==> src/rtl/incr_pack.sv <==
// incr_pack: packs 4-bit incrementer results, LSB nibble first, into NIBBLES*4-bit words.
// Latency: a word completed by a nibble in cycle t is valid in cycle t+1; a flush emits one cycle after it is pending.
// Backpressure: a single output holding register; nib_ready_o drops when a completing nibble or a pending flush would need the busy output.
// Optional: define INCR_PACK_PARITY_EN to add parity_o, the XOR of all bits of word_o.
module incr_pack #(
  parameter  int NIBBLES = 4,
  localparam int LW      = $clog2(NIBBLES + 1)
) (
  input  logic                 clk_i,
  input  logic                 rst_ni,
  input  logic [3:0]           nib_i,
  input  logic                 nib_valid_i,
  output logic                 nib_ready_o,
  input  logic                 flush_i,
  output logic [NIBBLES*4-1:0] word_o,
  output logic [LW-1:0]        word_len_o,
  output logic                 word_valid_o,
`ifdef INCR_PACK_PARITY_EN
  output logic                 parity_o,
`endif
  input  logic                 word_ready_i
);

  localparam int W = NIBBLES * 4;
  localparam logic [LW-1:0] LAST = LW'(NIBBLES - 1);

  logic [W-1:0]  asm_q;       // assembly register, filled from slot 0 upwards
  logic [LW-1:0] cnt;         // nibbles currently held in asm_q
  logic          flush_pend;  // flush requested, waiting for the output slot
  logic          live;        // low during reset so nothing is accepted

  logic          acc, xfer, slot_free;
  logic          flush_emit, full_emit, emit;
  logic [W-1:0]  ins_word, emit_word;
  logic [LW-1:0] emit_len;

  // Ready is a function of registered state only; word_ready_i never reaches it.
  assign nib_ready_o = live & ~(word_valid_o & ((cnt == LAST) | flush_pend));

  assign acc        = nib_valid_i & nib_ready_o;
  assign xfer       = word_valid_o & word_ready_i;
  assign slot_free  = ~word_valid_o | xfer;
  // A pending flush takes priority; a nibble accepted in that same cycle starts the next word.
  assign flush_emit = flush_pend & (cnt != '0) & slot_free;
  // Completion only happens with word_valid_o=0 because ready drops at cnt==LAST while busy.
  assign full_emit  = acc & (cnt == LAST) & ~flush_emit;
  assign emit       = flush_emit | full_emit;

  // Assembly with the incoming nibble written into slot cnt, and the word/length to emit.
  always_comb begin
    ins_word = asm_q;
    for (int k = 0; k < NIBBLES; k++) begin
      if (int'(cnt) == k) ins_word[k*4 +: 4] = nib_i;
    end
    emit_word = flush_emit ? asm_q : ins_word;
    emit_len  = flush_emit ? cnt : LW'(NIBBLES);
  end

  // Output holding register: load on emit, release on transfer, hold while stalled.
  always_ff @(posedge clk_i) begin
    if (!rst_ni) begin
      word_o       <= '0;
      word_len_o   <= '0;
      word_valid_o <= 1'b0;
`ifdef INCR_PACK_PARITY_EN
      parity_o     <= 1'b0;
`endif
    end else if (emit) begin
      word_o       <= emit_word;
      word_len_o   <= emit_len;
      word_valid_o <= 1'b1;
`ifdef INCR_PACK_PARITY_EN
      parity_o     <= ^emit_word;
`endif
    end else if (xfer) begin
      word_valid_o <= 1'b0;
    end
  end

  // Assembly register, fill count and sticky flush request.
  always_ff @(posedge clk_i) begin
    if (!rst_ni) begin
      asm_q      <= '0;
      cnt        <= '0;
      flush_pend <= 1'b0;
      live       <= 1'b0;
    end else begin
      live <= 1'b1;
      if (flush_emit) begin
        asm_q      <= acc ? W'(nib_i) : '0;
        cnt        <= acc ? LW'(1) : '0;
        flush_pend <= acc & flush_i;
      end else if (full_emit) begin
        asm_q      <= '0;
        cnt        <= '0;
        flush_pend <= 1'b0;
      end else begin
        if (acc) begin
          asm_q <= ins_word;
          cnt   <= cnt + LW'(1);
        end
        // A flush on an empty assembly with no incoming nibble has nothing to emit.
        if (flush_i & (acc | (cnt != '0))) flush_pend <= 1'b1;
      end
    end
  end

endmodule

==> config.mk <==
export PLATFORM = sky130hd
export DESIGN_NAME = incr_pack
export DESIGN_NICKNAME = d
export VERILOG_FILES = /design/src/rtl/incr_pack.sv
export SDC_FILE = /design/constraint.sdc
export NUM_CORES = 1
export LEC_CHECK = 0
export CELL_PAD_IN_SITES_DETAIL_PLACEMENT = 1
export CELL_PAD_IN_SITES_GLOBAL_PLACEMENT = 1
export CORE_MARGIN = 2
export CORE_UTILIZATION = 25
export CTS_BUF_LIST = sky130_fd_sc_hd__clkbuf_4 sky130_fd_sc_hd__clkbuf_8
export CTS_CLUSTER_DIAMETER = 80
export DETAILED_ROUTE_END_ITERATION = 6
export PLACE_DENSITY_LB_ADDON = 0.05
export SYNTH_ARGS = -nofsm -noshare
export SYNTH_HDL_FRONTEND = slang
export SYNTH_SLANG_ARGS = --single-unit
==> constraint.sdc <==
create_clock -name clk_i -period 3.9 [get_ports clk_i]
set_input_delay 0.78 -clock clk_i [delete_from_list [all_inputs] [get_ports clk_i]]
set_output_delay 0.78 -clock clk_i [all_outputs]
set_load 0.005 [all_outputs]
* After elaboration in Yosys (flattened, before gate mapping)
Index checks and enable logic that the tools add are counted.
** Storage, ports and cells
- Output and inout bits :: 21
- Register bits :: 41
- Bits of input ports :: 9
- Word-level logic and storage cells :: 54
** Operators by class
- $add $sub $neg :: 1
- Reductions and logical operators :: 5
- Bitwise logic cells :: 17
- Equality and inequality tests :: 4
- Mux-type cells :: 20
** Operators with widths (count)
- $mux W16 :: 4
- $mux W4 :: 5
- $mux W3 :: 4
- $and A1 B1 Y1 :: 10
- $reduce_bool A3 Y1 :: 3
- $mux W1 :: 7
- $eq A3 B2 Y1 const B :: 2
- $eq A3 B3 Y1 const B :: 2
- $or A1 B1 Y1 :: 4
- $add A3 B1 Y3 const B :: 1
- $logic_not A3 Y1 :: 1
- $not A1 Y1 :: 3
- $reduce_bool A2 Y1 :: 1

* Logic depth before layout (Yosys ltp)
Gate-level depths: netlist (run 1).
- Depth in word-level cells :: 11
- Gate-level depth with buffers :: 8
- Depth with buffers taken out :: 6

* Worst setup path after synthesis (run 1)
OpenSTA, ideal clock, no wires.
- Path type :: register to output
- Start point :: reg cnt[0]
- End point :: out nib_ready_o
- Cell stages (with the launch flop) :: 5
- Buffers on the path :: 0
- Data arrival time :: 1.092 ns
- Slack :: 2.028 ns
- Required time :: 3.120 ns
- Cells stage by stage :: dfxtp_1 -> ha_1 -> ha_1 -> o21ai_2 -> and2_1
** On the way
- Cells in the longest elaborated chain, start to end :: 5
** Ends and longest elaborated chain
- from (decl) :: line 28 : logic [LW-1:0] cnt;
- from (signal assigned) :: line 91 : cnt <= acc ? LW'(1) : '0;
- from (signal assigned) :: line 100 : cnt <= cnt + LW'(1);
- $eq A3 B2 Y1 :: line 38 : assign nib_ready_o = live & ~(word_valid_o & ((cnt == LAST) | flush_pend));
- $or A1 B1 Y1 :: line 38
- $and A1 B1 Y1 :: line 38
- $not A1 Y1 :: line 38
- $and A1 B1 Y1 :: line 38
- to (decl) :: line 13 : output logic nib_ready_o,
No other way between the ends.

* Worst setup path in the final report (run 1)
- Start point :: reg cnt[2]
- End point :: out nib_ready_o
Same word-level chain as after synthesis.

==> impl_metrics.json, run 1 <==
{
  "grtUsageTotal_pct": 15.01,
  "synth_seq_area_share_pct": 44.81,
  "setup_total_negative_slack_ns": 0,
  "leading_cell_type_in_the_layout_fill_and_taps_excluded": "dfxtp_1",
  "layout.cells.non_filler": 332,
  "first_pass_iters": 4,
  "tritoncts_num_sinks": 41,
  "worstReg2RegEnd": "word_o[2]",
  "nNetsFinal": 246,
  "pin_count_of_the_biggest_net_entering_global_routing": 27,
  "min_path_type": "reg -> reg",
  "design_area_sq_um": 2296,
  "cts_resized": 0,
  "filler_cell_count": 820,
  "final_hold_vios": 0,
  "placement.cell_area_sq_um": 2210,
  "postSynthNetCount": 218,
  "critical_path_class": "reg -> out",
  "post_drt_wl_per_cell_um": 17.23,
  "ys_top_cells_by_area": "dfxtp_1 (45%), o211a_1 (7.1%), o21ai_0 (5.5%)",
  "timing.max_cap.violations": 0,
  "dieArea_sq_um": 8028,
  "rsz0062_at_grt": "false",
  "fin_skew_ns": 0.01284,
  "post_cts_hold_buffer_count": 0,
  "yosys_warnings": 0,
  "worst_r2r_path_depth": 6,
  "ioPinCount": 30,
  "via_per_inst": 5.006,
  "row_count": 31,
  "drt.antenna.violating_nets": 0,
  "fin_crit_sh_pct": 77.94,
  "hold_start": "word_len_o[0]",
  "start_util_pct": 25.53,
  "globalplace.congestion": 0.7128,
  "register_bit_count_reported_by_yosys": 41,
  "clock_tree.htree_level_count": 2,
  "layout-drive-gt1-share_pct": 7.725,
  "antenna_cells": 0,
  "placed_cells": 324,
  "timing.hold.ws_ns": 0.4795,
  "drt_first_iter_violations": 94,
  "arrival_ns": 2.26,
  "endpoint_kind": "output port",
  "wire_length_of_the_first_global_routing_pass_um": 9025,
  "synth_area_per_cell_sq_um": 8.979,
  "dpl_worst_slack_ns": 1.051,
  "clkSlewWorstSetupHoldPaths_ns": 0.09,
  "fin_ws_ns": 0.8605,
  "clockBufferDepth": 2,
  "hold_end": "word_len_o[0]",
  "synth.largest_area_cell": "dfxtp_1",
  "worstSetupStartpointType": "register",
  "required_ns": 3.12,
  "routed_vias": 1662,
  "max-vdd-ir-drop_v": 0.0001352,
  "worst_r2r_startpoint": "cnt[0]",
  "setup-violations-final": 0,
  "setup_buffers_after_cts": 0,
  "place.port_buffers": 29,
  "route.detailed.drc": 0,
  "synth_area_sq_um": 1832,
  "power_per_cell_area_nw_per_um2": 350.5,
  "core_area_sq_um": 7176,
  "total_leakage_power_nw": 0.8882,
  "clock_insertion_delay_worst_skew_ns": 0.29,
  "layout_min_cycle_time_ns": 3.040,
  "vias_in_the_first_global_route": 1704,
  "most-common-layout-cells": "dfxtp_1 (41), clkdlybuf4s50_1 (29), nor2_1 (24), o21ai_0 (20)",
  "grt_remaining_overflow": 0,
  "worstMarginPinSlew_ns": 0.8189,
  "worstPathMaxFanout": 13,
  "timing.reg2reg.setup_slack_ns": 1.28,
  "final_max_slew_viol_count": 0,
  "synth.distinct_cells": 37,
  "tritoncts": "yes",
  "syn_inst": 204,
  "achievable-frequency_mhz": 329.0,
  "final_util_pct": 32.00,
  "status": "completed",
  "areaGrowthSynthToFinish_pct": 25.34,
  "cts-buffers-inserted": 5,
  "fp.dieH_um": 89.60,
  "min_delay_path_depth": 2,
  "chipWidth_um": 89.60,
  "netlist.area_leader.share_pct": 44.81,
  "wl_um": 5721,
  "antenna_violations_before_repair": 0,
  "clockRootBuffer": "clkbuf_8",
  "dp_hpwl_um": 3937,
  "total_power_mw": 0.8047,
  "worst_slew_margin_rel_pct": 45.11
}
## synth_stat cells, drive strengths merged
cell type	n
a21boi	3
a21oi	7
a22o	4
a22oi	8
a31oi	2
and2	2
and2b	1
and3	4
and4b	1
buf	8
clkbuf	4
dfxtp	41
ha	5
inv	4
nand2	10
nand2b	4
nand3	6
nand3b	2
nand4b	1
nor2	24
nor2b	4
nor3	14
nor3b	1
nor4b	2
o2111ai	2
o211a	13
o21ai	23
o31a	1
o31ai	1
or3	2
## metal layers
layer	wire (um)	track usage [%]
met1	2772	19.81
met2	2749	25.20
met3	167	2.834
met4	31	3.799
met5	0	0
## cell families after synthesis
kind of cell	after synthesis	share of synthesized area [%]
compound gates	64	24.45
fa+ha+maj	5	3.415
buf+inv	16	4.439
flops	41	44.81
simple gates	78	22.88
## worst max-delay path: stages (launching register included)
cell and delay [ns]:
dfxtp_1 0.53, inv_1 0.08, ha_1 0.38, o21ai_2 0.31, and2_1 0.17, clkdlybuf4s50_1 0.49
## flip-flops by register name, indices dropped and copies added, names as in the netlist
register and flops:
flush_pend 1, asm_q 16, cnt 3, word_len_o 3, word_valid_o 1, live 1, word_o 16
## worst max path at each step
stage / start / endpoint / slack, ns / cells past startpoint
floorplan: cnt[0] / nib_ready_o / 2.03 / 4
global placement: nib_valid_i / word_o[1] / 1.10 / 5
detailed placement: nib_valid_i / word_o[2] / 1.05 / 5
CTS: cnt[2] / nib_ready_o / 0.83 / 5
global route: cnt[2] / nib_ready_o / 0.63 / 5
finish: cnt[2] / nib_ready_o / 0.86 / 5
## layout make-up
class                   instances  area (sq um)  share of cell area (%)
inverters                       4         15.01                  0.6540
repair buffers                 33         320.3                   13.95
flip-flops and latches         41         820.8                   35.75
multi-input cells             147         929.6                   40.49
clock buffers                   5         68.82                   2.997
clock inverters                 3         17.52                  0.7629
well taps                      99         123.9                   5.395
## where the power goes
| part | switching [mW] | internal [mW] |
|---|---|---|
| clock | 0.160 | 0.124 |
| combinational | 0.0457 | 0.0366 |
| sequential | 0.00906 | 0.429 |
| total | 0.215 | 0.590 |
Note: power is estimated with default switching activity, not from simulation.
==> run 2: changes to the inputs <==
- clock period: 3.9 -> 2.8 ns (I/O delays scaled with it)
==> run 2 against run 1 <==
Critical path depth unchanged. Register-to-register slack worse by 0.74 ns. Largest power group unchanged. Highest routed layer unchanged. Clock skew down 0.0061 ns. Global-route usage rose by 0.27 points.
==> impl_metrics.json, run 2 (same netlist as run 1, synthesis figures left out) <==
{
  "status": "completed",
  "arrival_ns": 2.12,
  "path_delay_family": "buffers and inverters",
  "part_of_the_total_power_dissipated_in_the_clock_network_pct": 37.9,
  "leading_cell_type_in_the_layout_fill_and_taps_excluded": "dfxtp_1",
  "cell_chain_of_the_critical_path": "inv_1, ha_1, o21ai_2, and2_1, clkdlybuf4s50_1",
  "p_int_mw": 0.8774,
  "grtUsageTotal_pct": 15.27,
  "post_drt_wl_per_cell_um": 16.62,
  "power_switching_share_pct": 24.75,
  "worstPathMaxFanout": 9,
  "clock_tree.htree_level_count": 2,
  "critPathBufInv": 2,
  "min_path_type": "reg -> reg",
  "timing.max_cap.violations": 0,
  "fp.dieH_um": 89.60,
  "layout_min_cycle_time_ns": 2.684,
  "sequentialPowerShare_pct": 52.3,
  "combinationalPowerShare_pct": 9.8,
  "rsz0062_at_grt": "false",
  "filler_cell_count": 846,
  "pin_count_of_the_biggest_net_entering_global_routing": 26,
  "worst_slew_margin_rel_pct": 65.02,
  "row_count": 31,
  "clockRootBuffer": "clkbuf_8",
  "antenna_cells": 0,
  "final_max_slew_viol_count": 0,
  "drt.antenna.violating_nets": 0,
  "core_area_sq_um": 7176,
  "dieArea_sq_um": 8028,
  "worstMarginPinSlew_ns": 0.5234,
  "post_cts_hold_buffer_count": 0,
  "cts-buffers-inserted": 5,
  "required_ns": 2.24,
  "worstSetupStartpointType": "register",
  "vias_in_the_first_global_route": 1713,
  "antenna_violations_before_repair": 0,
  "total_leakage_power_nw": 0.9196,
  "tritoncts_num_sinks": 41,
  "setup_total_negative_slack_ns": 0,
  "layout.cells.non_filler": 336,
  "globalplace.congestion": 0.7371,
  "place.port_buffers": 29,
  "chipWidth_um": 89.60,
  "final_util_pct": 32.68,
  "worst_path_largest_cell_delay_ns": 0.51,
  "largestRegisters": "asm_q: 16 flops, word_o: 16 flops",
  "clockBufferDepth": 2,
  "dp_hpwl_um": 3983,
  "fin_skew_ns": 0.006732,
  "layout-drive-gt1-share_pct": 9.283,
  "power_per_cell_area_nw_per_um2": 497.2,
  "routed_vias": 1623,
  "setup_buffers_after_cts": 0,
  "nNetsFinal": 250,
  "most-common-layout-cells": "dfxtp_1 (41), clkdlybuf4s50_1 (29), nor2_1 (24), o21ai_0 (20)",
  "total_switching_power_mw": 0.2885,
  "clkSlewWorstSetupHoldPaths_ns": 0.08,
  "tritoncts": "yes",
  "ioPinCount": 30,
  "wl_um": 5585,
  "start_util_pct": 25.53,
  "first_pass_iters": 4,
  "areaGrowthSynthToFinish_pct": 28.01,
  "placed_cells": 328,
  "endpoint_kind": "output port",
  "wire_length_of_the_first_global_routing_pass_um": 9121,
  "max-vdd-ir-drop_v": 0.0002071,
  "via_per_inst": 4.830,
  "cts_resized": 0,
  "grt_remaining_overflow": 0,
  "drt_first_iter_violations": 62,
  "route.detailed.drc": 0,
  "final_hold_vios": 0,
  "achievable-frequency_mhz": 372.6,
  "critical_path_class": "reg -> out",
  "fin_crit_sh_pct": 95.86,
  "setup-violations-final": 0,
  "clock_insertion_delay_worst_skew_ns": 0.29,
  "cp_slowest_cell": "dfxtp_1"
}
## run 2: worst reg2reg max path: stages, from the launching register on
cell and delay, ns:
dfxtp_1 0.45, ha_1 0.21, ha_1 0.31, and4b_1 0.57, buf_4 0.25, nor2_1 0.06
o21ai_0 0.20, o211a_1 0.17
## run 2: worst paths after layout
| check | start | endpoint | cells after the start | slack (ns) |
|---|---|---|---|---|
| max | cnt[2] | nib_ready_o | 5 | 0.12 |
| min | word_len_o[1] | word_len_o[1] | 2 | 0.48 |
| max reg2reg | cnt[0] | word_o[9] | 7 | 0.54 |
| min reg2reg | word_len_o[1] | word_len_o[1] | 2 | 0.48 |
## run 2: power by group through the flow
stage	clock network (mW)	registers, mW	logic (mW)
6_report	0.441	0.610	0.114
5_1_grt	0.491	0.613	0.127
4_1_cts	0.460	0.610	0.116
3_5_place_dp	0	0.624	0.115
3_3_place_gp	0	0.623	0.113
2_1_floorplan	0	0.621	0.0583
## run 2: routing by layer
layer / vias to the layer above / GRT usage, % / routed length (um)
met1: 786 / 19.53 / 2668
met2: 33 / 25.20 / 2599
li1: 798 / - / -
met5: - / 0 / 0
met4: 0 / 4.749 / 67
met3: 6 / 3.931 / 249
## run 2: stage by stage
step	worst slack (ns)	power [mW]	hold WS [ns]	instance area, sq um
2_1_floorplan	1.118	0.6796	0.4354	1832
3_3_place_gp	0.4114	0.7365	0.4625	2240
3_5_place_dp	0.3414	0.7387	0.4644	2240
4_1_cts	0.06468	1.186	0.4812	2345
5_1_grt	0.005010	1.230	0.5022	2345
6_report	0.1160	1.166	0.4766	2345
## run 2: area by class of cell
| type | instances | area [sq um] | area share [%] |
|---|---|---|---|
| Sequential cell | 41 | 820.8 | 35.01 |
| Timing Repair Buffer | 37 | 350.3 | 14.94 |
| Multi-Input combinational cell | 147 | 929.6 | 39.65 |
| Clock buffer | 7 | 96.34 | 4.109 |
| Tap cell | 99 | 123.9 | 5.283 |
| Clock inverter | 1 | 8.758 | 0.3735 |
| Inverter | 4 | 15.01 | 0.6403 |
